File: src/rtl/hdd_sector_server.sv
// Sector server between an HDD controller and a block device.
// A rising edge on hdd_read moves one 512-byte sector from the block device
// into the sector buffer. If no image is mounted, the buffer is zero-filled
// instead. A rising edge on hdd_write streams the buffer out to the block device.
// Ports:
//   CLK_14M, reset_n                      clock, async active-low reset
//   hdd_sector, hdd_read, hdd_write       controller requests (edge-triggered)
//   img_mounted, img_readonly             host image status
//   hdd_mounted, hdd_protect              registered copies of the image status
//   buf_addr, buf_di, buf_we, buf_do      sector buffer port (buf_do one cycle after buf_addr)
//   blk_lba, blk_rd, blk_wr, blk_ack      block-device command handshake
//   blk_rdata, blk_rvalid                 read byte stream
//   blk_wdata, blk_wvalid, blk_wready     write byte stream
//   busy, done                            status, one-cycle completion pulse
module hdd_sector_server (
  input  logic        CLK_14M,
  input  logic        reset_n,
  input  logic [15:0] hdd_sector,
  input  logic        hdd_read,
  input  logic        hdd_write,
  input  logic        img_mounted,
  input  logic        img_readonly,
  output logic        hdd_mounted,
  output logic        hdd_protect,
  output logic [8:0]  buf_addr,
  output logic [7:0]  buf_di,
  output logic        buf_we,
  input  logic [7:0]  buf_do,
  output logic [15:0] blk_lba,
  output logic        blk_rd,
  output logic        blk_wr,
  input  logic        blk_ack,
  input  logic [7:0]  blk_rdata,
  input  logic        blk_rvalid,
  output logic [7:0]  blk_wdata,
  output logic        blk_wvalid,
  input  logic        blk_wready,
  output logic        busy,
  output logic        done
);

  typedef enum logic [2:0] {
    StIdle, StRdReq, StRdData, StZeroFill, StWrReq, StWrFetch, StWrData, StDone
  } state_e;

  state_e      state_q, state_d;
  logic [8:0]  cnt_q, cnt_d;
  logic [15:0] lba_q, lba_d;
  logic        rd_prev_q, wr_prev_q;
  // Cleared by reset. Suppresses edges for one cycle so that a level still
  // high after reset release is not taken as a new request.
  logic        armed_q;
  logic        pend_rd_q, pend_rd_d, pend_wr_q, pend_wr_d;
  logic [15:0] pend_rd_sec_q, pend_rd_sec_d, pend_wr_sec_q, pend_wr_sec_d;
  // High in the first WR_DATA cycle, when buf_do carries the fetched byte.
  logic        wfirst_q, wfirst_d;
  logic [7:0]  wdata_q, wdata_d;
  logic        mounted_q, protect_q;

  logic        rd_edge, wr_edge, rd_go, wr_go;
  logic [15:0] rd_sec, wr_sec;

  // State and datapath registers
  always_ff @(posedge CLK_14M or negedge reset_n) begin
    if (!reset_n) begin
      state_q       <= StIdle;
      cnt_q         <= '0;
      lba_q         <= '0;
      rd_prev_q     <= 1'b0;
      wr_prev_q     <= 1'b0;
      armed_q       <= 1'b0;
      pend_rd_q     <= 1'b0;
      pend_wr_q     <= 1'b0;
      pend_rd_sec_q <= '0;
      pend_wr_sec_q <= '0;
      wfirst_q      <= 1'b0;
      wdata_q       <= '0;
      mounted_q     <= 1'b0;
      protect_q     <= 1'b0;
    end else begin
      state_q       <= state_d;
      cnt_q         <= cnt_d;
      lba_q         <= lba_d;
      rd_prev_q     <= hdd_read;
      wr_prev_q     <= hdd_write;
      armed_q       <= 1'b1;
      pend_rd_q     <= pend_rd_d;
      pend_wr_q     <= pend_wr_d;
      pend_rd_sec_q <= pend_rd_sec_d;
      pend_wr_sec_q <= pend_wr_sec_d;
      wfirst_q      <= wfirst_d;
      wdata_q       <= wdata_d;
      mounted_q     <= img_mounted;
      protect_q     <= img_readonly;
    end
  end

  // Next-state logic
  always_comb begin
    state_d       = state_q;
    cnt_d         = cnt_q;
    lba_d         = lba_q;
    pend_rd_d     = pend_rd_q;
    pend_wr_d     = pend_wr_q;
    pend_rd_sec_d = pend_rd_sec_q;
    pend_wr_sec_d = pend_wr_sec_q;
    wfirst_d      = 1'b0;
    wdata_d       = wfirst_q ? buf_do : wdata_q;

    rd_edge = hdd_read & ~rd_prev_q & armed_q;
    wr_edge = hdd_write & ~wr_prev_q & armed_q;
    // A fresh edge in IDLE supersedes an older pending request of the same kind.
    rd_go   = rd_edge | pend_rd_q;
    wr_go   = wr_edge | pend_wr_q;
    rd_sec  = rd_edge ? hdd_sector : pend_rd_sec_q;
    wr_sec  = wr_edge ? hdd_sector : pend_wr_sec_q;

    if (state_q != StIdle) begin
      if (rd_edge) begin
        pend_rd_d     = 1'b1;
        pend_rd_sec_d = hdd_sector;
      end
      if (wr_edge) begin
        pend_wr_d     = 1'b1;
        pend_wr_sec_d = hdd_sector;
      end
    end

    unique case (state_q)
      StIdle: begin
        if (rd_go) begin
          lba_d     = rd_sec;
          cnt_d     = '0;
          pend_rd_d = 1'b0;
          // Read wins a tie; the write waits with its own sector.
          if (wr_edge) begin
            pend_wr_d     = 1'b1;
            pend_wr_sec_d = hdd_sector;
          end
          state_d = mounted_q ? StRdReq : StZeroFill;
        end else if (wr_go) begin
          lba_d     = wr_sec;
          cnt_d     = '0;
          pend_wr_d = 1'b0;
          state_d   = (mounted_q && !protect_q) ? StWrReq : StDone;
        end
      end
      StRdReq: begin
        if (blk_ack) begin
          cnt_d   = '0;
          state_d = StRdData;
        end
      end
      StRdData: begin
        if (blk_rvalid) begin
          if (cnt_q == 9'd511) state_d = StDone;
          else                 cnt_d   = cnt_q + 9'd1;
        end
      end
      StZeroFill: begin
        if (cnt_q == 9'd511) state_d = StDone;
        else                 cnt_d   = cnt_q + 9'd1;
      end
      StWrReq: begin
        if (blk_ack) begin
          cnt_d   = '0;
          state_d = StWrFetch;
        end
      end
      StWrFetch: begin
        wfirst_d = 1'b1;
        state_d  = StWrData;
      end
      StWrData: begin
        if (blk_wready) begin
          if (cnt_q == 9'd511) begin
            state_d = StDone;
          end else begin
            cnt_d   = cnt_q + 9'd1;
            state_d = StWrFetch;
          end
        end
      end
      StDone:  state_d = StIdle;
      default: state_d = StIdle;
    endcase
  end

  // Outputs
  always_comb begin
    busy        = (state_q != StIdle);
    done        = (state_q == StDone);
    blk_rd      = (state_q == StRdReq);
    blk_wr      = (state_q == StWrReq);
    blk_wvalid  = (state_q == StWrData);
    buf_we      = ((state_q == StRdData) && blk_rvalid) || (state_q == StZeroFill);
    buf_di      = ((state_q == StRdData) && blk_rvalid) ? blk_rdata : 8'h00;
    buf_addr    = cnt_q;
    blk_wdata   = wfirst_q ? buf_do : wdata_q;
    blk_lba     = lba_q;
    hdd_mounted = mounted_q;
    hdd_protect = protect_q;
  end

endmodule

File: config.mk
export PLATFORM = sky130hd
export DESIGN_NAME = hdd_sector_server
export DESIGN_NICKNAME = d
export VERILOG_FILES = /design/src/rtl/hdd_sector_server.sv
export SDC_FILE = /design/constraint.sdc
export NUM_CORES = 1
export LEC_CHECK = 0
export CORE_MARGIN = 4
export CORE_UTILIZATION = 45
export DETAILED_ROUTE_END_ITERATION = 12
export DONT_BUFFER_PORTS = 1
export PLACE_DENSITY_LB_ADDON = 0.05
export SKIP_CTS_REPAIR_TIMING = 1
export SYNTH_ARGS = -nofsm -noshare
export SYNTH_HDL_FRONTEND = slang
export SYNTH_SLANG_ARGS = --single-unit
File: constraint.sdc
create_clock -name CLK_14M -period 3.9 [get_ports CLK_14M]
set_clock_uncertainty 0.05 [all_clocks]
set_input_delay 0.78 -clock CLK_14M [delete_from_list [all_inputs] [get_ports CLK_14M]]
set_output_delay 0.78 -clock CLK_14M [all_outputs]
set_load 0.01 [all_outputs]
==> results of run 1 <==
kinds of logic after synthesis:
group                    after synthesis  synth area share
multiplexers                          28            0.0879
flip-flops                            76             0.532
buffers and inverters                 40            0.0452
other                                  1           0.00105
AO/OA/AOI/OAI                         81             0.146
AND/OR/NAND/NOR                      128             0.181
adder cells (fa/ha/maj)                2           0.00700
cells in the mapped netlist, drive strengths merged:
master / number
a2111oi: 1
a21o: 1
a21oi: 17
a2bb2oi: 1
a41oi: 1
and2: 8
and3: 9
and3b: 2
and4b: 1
buf: 6
clkbuf: 18
conb: 1
dfrtp: 76
ha: 2
inv: 16
mux2: 27
mux2i: 1
nand2: 52
nand2b: 2
nand3: 7
nand3b: 8
nor2: 13
nor2b: 3
nor3: 17
nor3b: 2
nor4: 1
nor4b: 1
o211ai: 1
o21ai: 28
o221ai: 5
o22a: 3
o22ai: 16
o2bb2ai: 1
o311ai: 2
o31ai: 4
or3: 1
or4b: 1
how the worst max path moves through the flow:
stage | from | end | slack [ns] | cells after the start
finish | state_q[1]$_DFFE_PN0P_ | buf_di[7] | 0.96 | 3
global route | state_q[1]$_DFFE_PN0P_ | buf_di[7] | 0.74 | 3
CTS | state_q[1]$_DFFE_PN0P_ | buf_di[7] | 0.95 | 3
detailed placement | hdd_read | blk_lba[6]$_DFFE_PN0P_ | 1.17 | 4
global placement | hdd_read | blk_lba[1]$_DFFE_PN0P_ | 1.24 | 4
floorplan | buf_addr[0]$_DFFE_PN0P_ | buf_addr[7]$_DFFE_PN0P_ | 1.56 | 9
registers in the layout (all words and copies together), names as in the netlist:
| name | flops |
|---|---|
| pend_wr_q | 1 |
| pend_rd_sec_q | 16 |
| hdd_protect | 1 |
| wdata_q | 8 |
| hdd_mounted | 1 |
| rd_prev_q | 1 |
| armed_q | 1 |
| buf_addr | 9 |
| pend_rd_q | 1 |
| wr_prev_q | 1 |
| blk_lba | 16 |
| state_q | 3 |
| pend_wr_sec_q | 16 |
| wfirst_q | 1 |
worst max-delay path, cell delays in order, from the launching register on:
cell	delay [ns]
dfrtp_1	1.00
nor2b_1	0.29
and3_1	0.28
and2_1	0.22
cell type report:
type	count	area, µm²
Clock inverter	3	67.6
Fill cell	704	3870
Clock buffer	13	169
Inverter	16	60.1
Multi-Input combinational cell	240	1510
Sequential cell	76	1900
Tap cell	102	128
Timing Repair Buffer	2	15.0
metrics by stage:
stage | instance area, µm² | power (mW) | utilization | instances
finish | 3850 | 2.65 | 0.499 | 452
global route | 3850 | 2.84 | 0.499 | 452
CTS | 3850 | 2.68 | 0.499 | 452
detailed placement | 3620 | 1.98 | 0.468 | 436
global placement | 3620 | 1.95 | 0.468 | 436
floorplan | 3570 | 1.82 | - | 356
power by group through the flow:
stage / Sequential [mW] / Clock (mW) / Combinational (mW)
after floorplan: 1.20 / 0 / 0.620
after global placement: 1.29 / 0 / 0.666
after detailed placement: 1.29 / 0 / 0.682
after CTS: 1.28 / 0.719 / 0.683
after global routing: 1.32 / 0.753 / 0.771
final: 1.28 / 0.698 / 0.674
per-layer routing:
metal	wire length, µm	vias to the layer above	global-route usage
li1	-	1233	-
met1	3490	1175	0.218
met2	3350	67	0.243
met3	550	8	0.0517
met4	125	0	0.0616
met5	0	-	0
==> results.md, run 1 <==
- Synthesized area: 3570 µm²
- Nets@finish: 388
- R2R Setup Slk: 1.35 ns
- Minimum clock period: 2.94 ns
- Clock tree buffer depth: 2
- Commonest non-fill, non-tap cells in the layout: 76 x dfrtp_1, 51 x nand2_1, 28 x o21ai_0
- Antenna diodes: 0
- Int Power: 1.75 mW
- Total vias in the final route: 2,483
- Die area: 9430 µm²
- Clk pwr share: 0.264
- Per-cell routed wire length: 16.6 µm
- Synth Area per Inst: 10.0 µm²
- Initial detailed-routing violation count: 64
- Share of the synthesized area in the top cell type: 0.532
- CTS sink cnt: 76
- Switching Fraction: 0.339
- Routed WL: 7.52 mm
- Worst VDD drop: 0.294 mV
- Initial Utilization: 0.462
- Max-slew headroom: 0.301
- RR Endpoint: blk_lba[11]$_DFFE_PN0P_
- Core Footprint: 7730 µm²
- Total track usage: 0.162
- Max Cap Violations: 0
- Sequential area share after synthesis: 0.532
- Rows: 32
- Critical Path End Type: primary output
- Switch Pwr: 0.899 mW
- Max-slew violations: 0
- Worst reg2reg startpoint: state_q[1]$_DFFE_PN0P_
- Most common cell after layout, fill and taps aside: dfrtp_1
- TritonCTS Buffers: 9
- DP Worst Slack: 1.17 ns
- Remaining Overflow, GRT: 0
- PD cells: 687 nW/µm²
- CP Data Required Time: 3.07 ns
- Achievable Freq: 340 MHz
- Slack of the critical path: 0.958 ns
- Largest cells by area after synthesis: dfrtp_1 53%, mux2_2 8.5%, nand2_1 5.4%, o21ai_0 3.9%, o22ai_1 2.8%
- DR pass1 iterations: 4
- Flops & latches, synth: 76
- Antenna Nets Post-Route: 0
- Synthesized net count: 399
- Port-buffer cells: 0
- Pleak: 1.67 nW
- Skew-Pair Late Insertion Delay: 0.33 ns
- DRC viols: 0
- Root buffer cell: clkbuf_8
- Die width: 97.1 µm
- Hold WS: 0.0781 ns
- CTS tree: built
- Area leader, netlist: dfrtp_1
- Via-to-Cell Ratio: 5.49
- Synth Instances: 356
- Layout cell share with drive strength beyond 1: 0.146
- Global-route wire length before repair: 12.4 mm
- Status: finished clean
- RSZ-0062 raised after global routing: false
- Sequential share of power: 0.482
- R2r worst-path depth: 4
- Die height: 97.1 µm
- Fin Setup TNS: 0 ns
- Endpoints failing hold: 0
- Area Growth Syn to Fin: 7.84%
- Hpwl dp: 4.96 mm
- Setup violators final: 0
- Max FO, Critical Path: 33
- Fin crit share: 0.754
- Reg clk slew, reported paths: 0.08 ns
- H-tree lvl count: 3
- RD Place Congestion: 0.737
- Vias in the first global route: 2,393
- Worst Tran Pin Value: 1.05 ns
- Syn. warnings: 0
- Critical Path AT: 2.11 ns
- Largest net degree at the start of global routing: 77
- Worst Setup Start Kind: flop
- Yosys cell types: 42
- Hold/Removal Path Class: input port to asynchronous set/reset pin
- # IOs: 90
- Initial antenna violation count: 0
- Comb pwr share: 0.254
- Worst Setup Path Type: flop to primary output
Note: power is estimated with default switching activity, not from simulation.
==> inputs of run 2 (changes only) <==
==> constraint.sdc (replaced) <==
create_clock -name CLK_14M -period 2.6 [get_ports CLK_14M]
set_clock_uncertainty 0.05 [all_clocks]
set_input_delay 0.52 -clock CLK_14M [delete_from_list [all_inputs] [get_ports CLK_14M]]
set_output_delay 0.52 -clock CLK_14M [all_outputs]
set_load 0.01 [all_outputs]
==> run 2 against run 1 <==
- non-clock buffer count up 8
- critical endpoint is now buf_di[2]
- clock-buffer cell count is 3 lower
- via count increased by 1.3%
- combinational power rose by 60%
- largest power group unchanged
- routed wire length rose by 2.6%
- global-route usage grew 0.40 points
- critical path type unchanged
==> results.md, run 2 (synthesized netlist as in run 1, its figures left out) <==
- Port-buffer cells: 0
- End of the critical path: buf_di[2]
- Reg clk slew, reported paths: 0.07 ns
- Worst Path Buf+Inv: 1
- Critical Path AT: 1.76 ns
- Crit path depth: 4
- CTS tree: built
- Slack of the critical path: 0.272 ns
- CP Data Required Time: 2.03 ns
- Antenna diodes: 0
- Worst stage delay on the critical path: 0.37 ns
- R2r worst-path depth: 8
- Max-slew headroom: 0.305
- Initial Utilization: 0.462
- Hold/Removal Path Class: input port to flop
- DR pass1 iterations: 4
- CTS sink cnt: 76
- Die area: 9430 µm²
- RSZ-0062 raised after global routing: false
- Tot Pwr: 3.85 mW
- Initial detailed-routing violation count: 85
- Status: finished clean
- CP startpoint: state_q[1]$_DFFE_PN0P_
- Worst Tran Pin Value: 1.04 ns
- DRC viols: 0
- Max-slew violations: 0
- Nets@finish: 396
- Fin Setup TNS: 0 ns
- Minimum clock period: 2.33 ns
- Total track usage: 0.166
- Max Cap Violations: 0
- Family with the most delay on the worst path: simple AND/OR/NAND/NOR gates
- Setup violators final: 0
- DP Worst Slack: 0.304 ns
- Clock tree buffer depth: 2
- Worst Setup Start Kind: flop
- Core Footprint: 7730 µm²
- Worst VDD drop: 0.334 mV
- RD Place Congestion: 0.782
- Pleak: 1.70 nW
- Initial antenna violation count: 0
- Fin crit share: 0.895
- Vias in the first global route: 2,434
- H-tree lvl count: 3
- Die width: 97.1 µm
- Endpoints failing hold: 0
- Achievable Freq: 430 MHz
- Root buffer cell: clkbuf_8
- Worst reg2reg startpoint: buf_addr[0]$_DFFE_PN0P_
- Total vias in the final route: 2,515
- Per-cell routed wire length: 16.8 µm
- DP Cell Count: 442
- Layout Cells excl Fill: 459
- Final core utilization: 0.503
- Layout cell share with drive strength beyond 1: 0.162
- Largest net degree at the start of global routing: 77
- R2R Setup Slk: 0.29 ns
- Most common cell after layout, fill and taps aside: dfrtp_1
- CP cell instances: buf_4 -> nor2b_1 -> and3_1 -> and2_1
- # IOs: 90
- Commonest non-fill, non-tap cells in the layout: 76 x dfrtp_1, 51 x nand2_1, 28 x o21ai_0
- Area Growth Syn to Fin: 8.86%
- Critical Path End Type: primary output
- PD cells: 990 nW/µm²
- Skew-Pair Late Insertion Delay: 0.34 ns
- TritonCTS Buffers: 9
- Routed WL: 7.72 mm
- Rows: 32
- Worst Setup Path Type: flop to primary output
- Slowest-stage cell, CP: dfrtp_1
- RR Endpoint: buf_addr[7]$_DFFE_PN0P_
- Via-to-Cell Ratio: 5.48
- Antenna Nets Post-Route: 0
- Remaining Overflow, GRT: 0
- Die height: 97.1 µm
- Global-route wire length before repair: 12.6 mm
- Hpwl dp: 5.06 mm
- Max FO, Critical Path: 32
run 2: changes by cell type in the layout (fill, tap and decap cells not counted):
cell           before  now
dlygate4sd3_1       0    1
buf_16              0    1
clkbuf_1            1    0
clkinv_2            0    3
bufinv_16           2    1
buf_4               2    8
clkbuf_8           12   10
run 2: layer usage:
layer | wire, µm | share of wire | up-vias | global-route usage
met2 | 3480 | 0.45 | 60 | 0.254
li1 | - | - | 1246 | -
met3 | 575 | 0.074 | 9 | 0.0653
met4 | 78 | 0.010 | 0 | 0.0540
met1 | 3590 | 0.46 | 1200 | 0.215
met5 | 0 | 0 | - | 0
run 2: area by class of cell:
cell class / instances / area, µm²
Clock inverter: 5 / 52.6
Timing Repair Buffer: 10 / 97.6
Fill cell: 728 / 3840
Sequential cell: 76 / 1900
Tap cell: 102 / 128
Clock buffer: 10 / 138
Multi-Input combinational cell: 240 / 1510
Inverter: 16 / 60.1
run 2: per-stage QoR:
stage	hold slack [ns]	area (µm²)
CTS	-0.202	3850
global route	0.129	3890
detailed placement	0.177	3660
finish	0.157	3890
floorplan	0.174	3570
global placement	0.177	3660
run 2: report_power, final:
part	switching (mW)	internal, mW
logic	0.600	0.481
registers	0.346	1.54
clock network	0.430	0.460
total	1.38	2.48
run 2: how the worst min path moves through the flow:
stage / startpoint / endpoint / cells after the start
final: hdd_write / wr_prev_q$_DFF_PN0_ / 0
after global routing: hdd_read / rd_prev_q$_DFF_PN0_ / 0
after global placement: reset_n / pend_rd_sec_q[6]$_DFFE_PN0N_ / 0
after floorplan: reset_n / armed_q$_DFF_PN0_ / 0
after CTS: reset_n / blk_lba[6]$_DFFE_PN0P_ / 0
after detailed placement: reset_n / blk_lba[6]$_DFFE_PN0P_ / 0
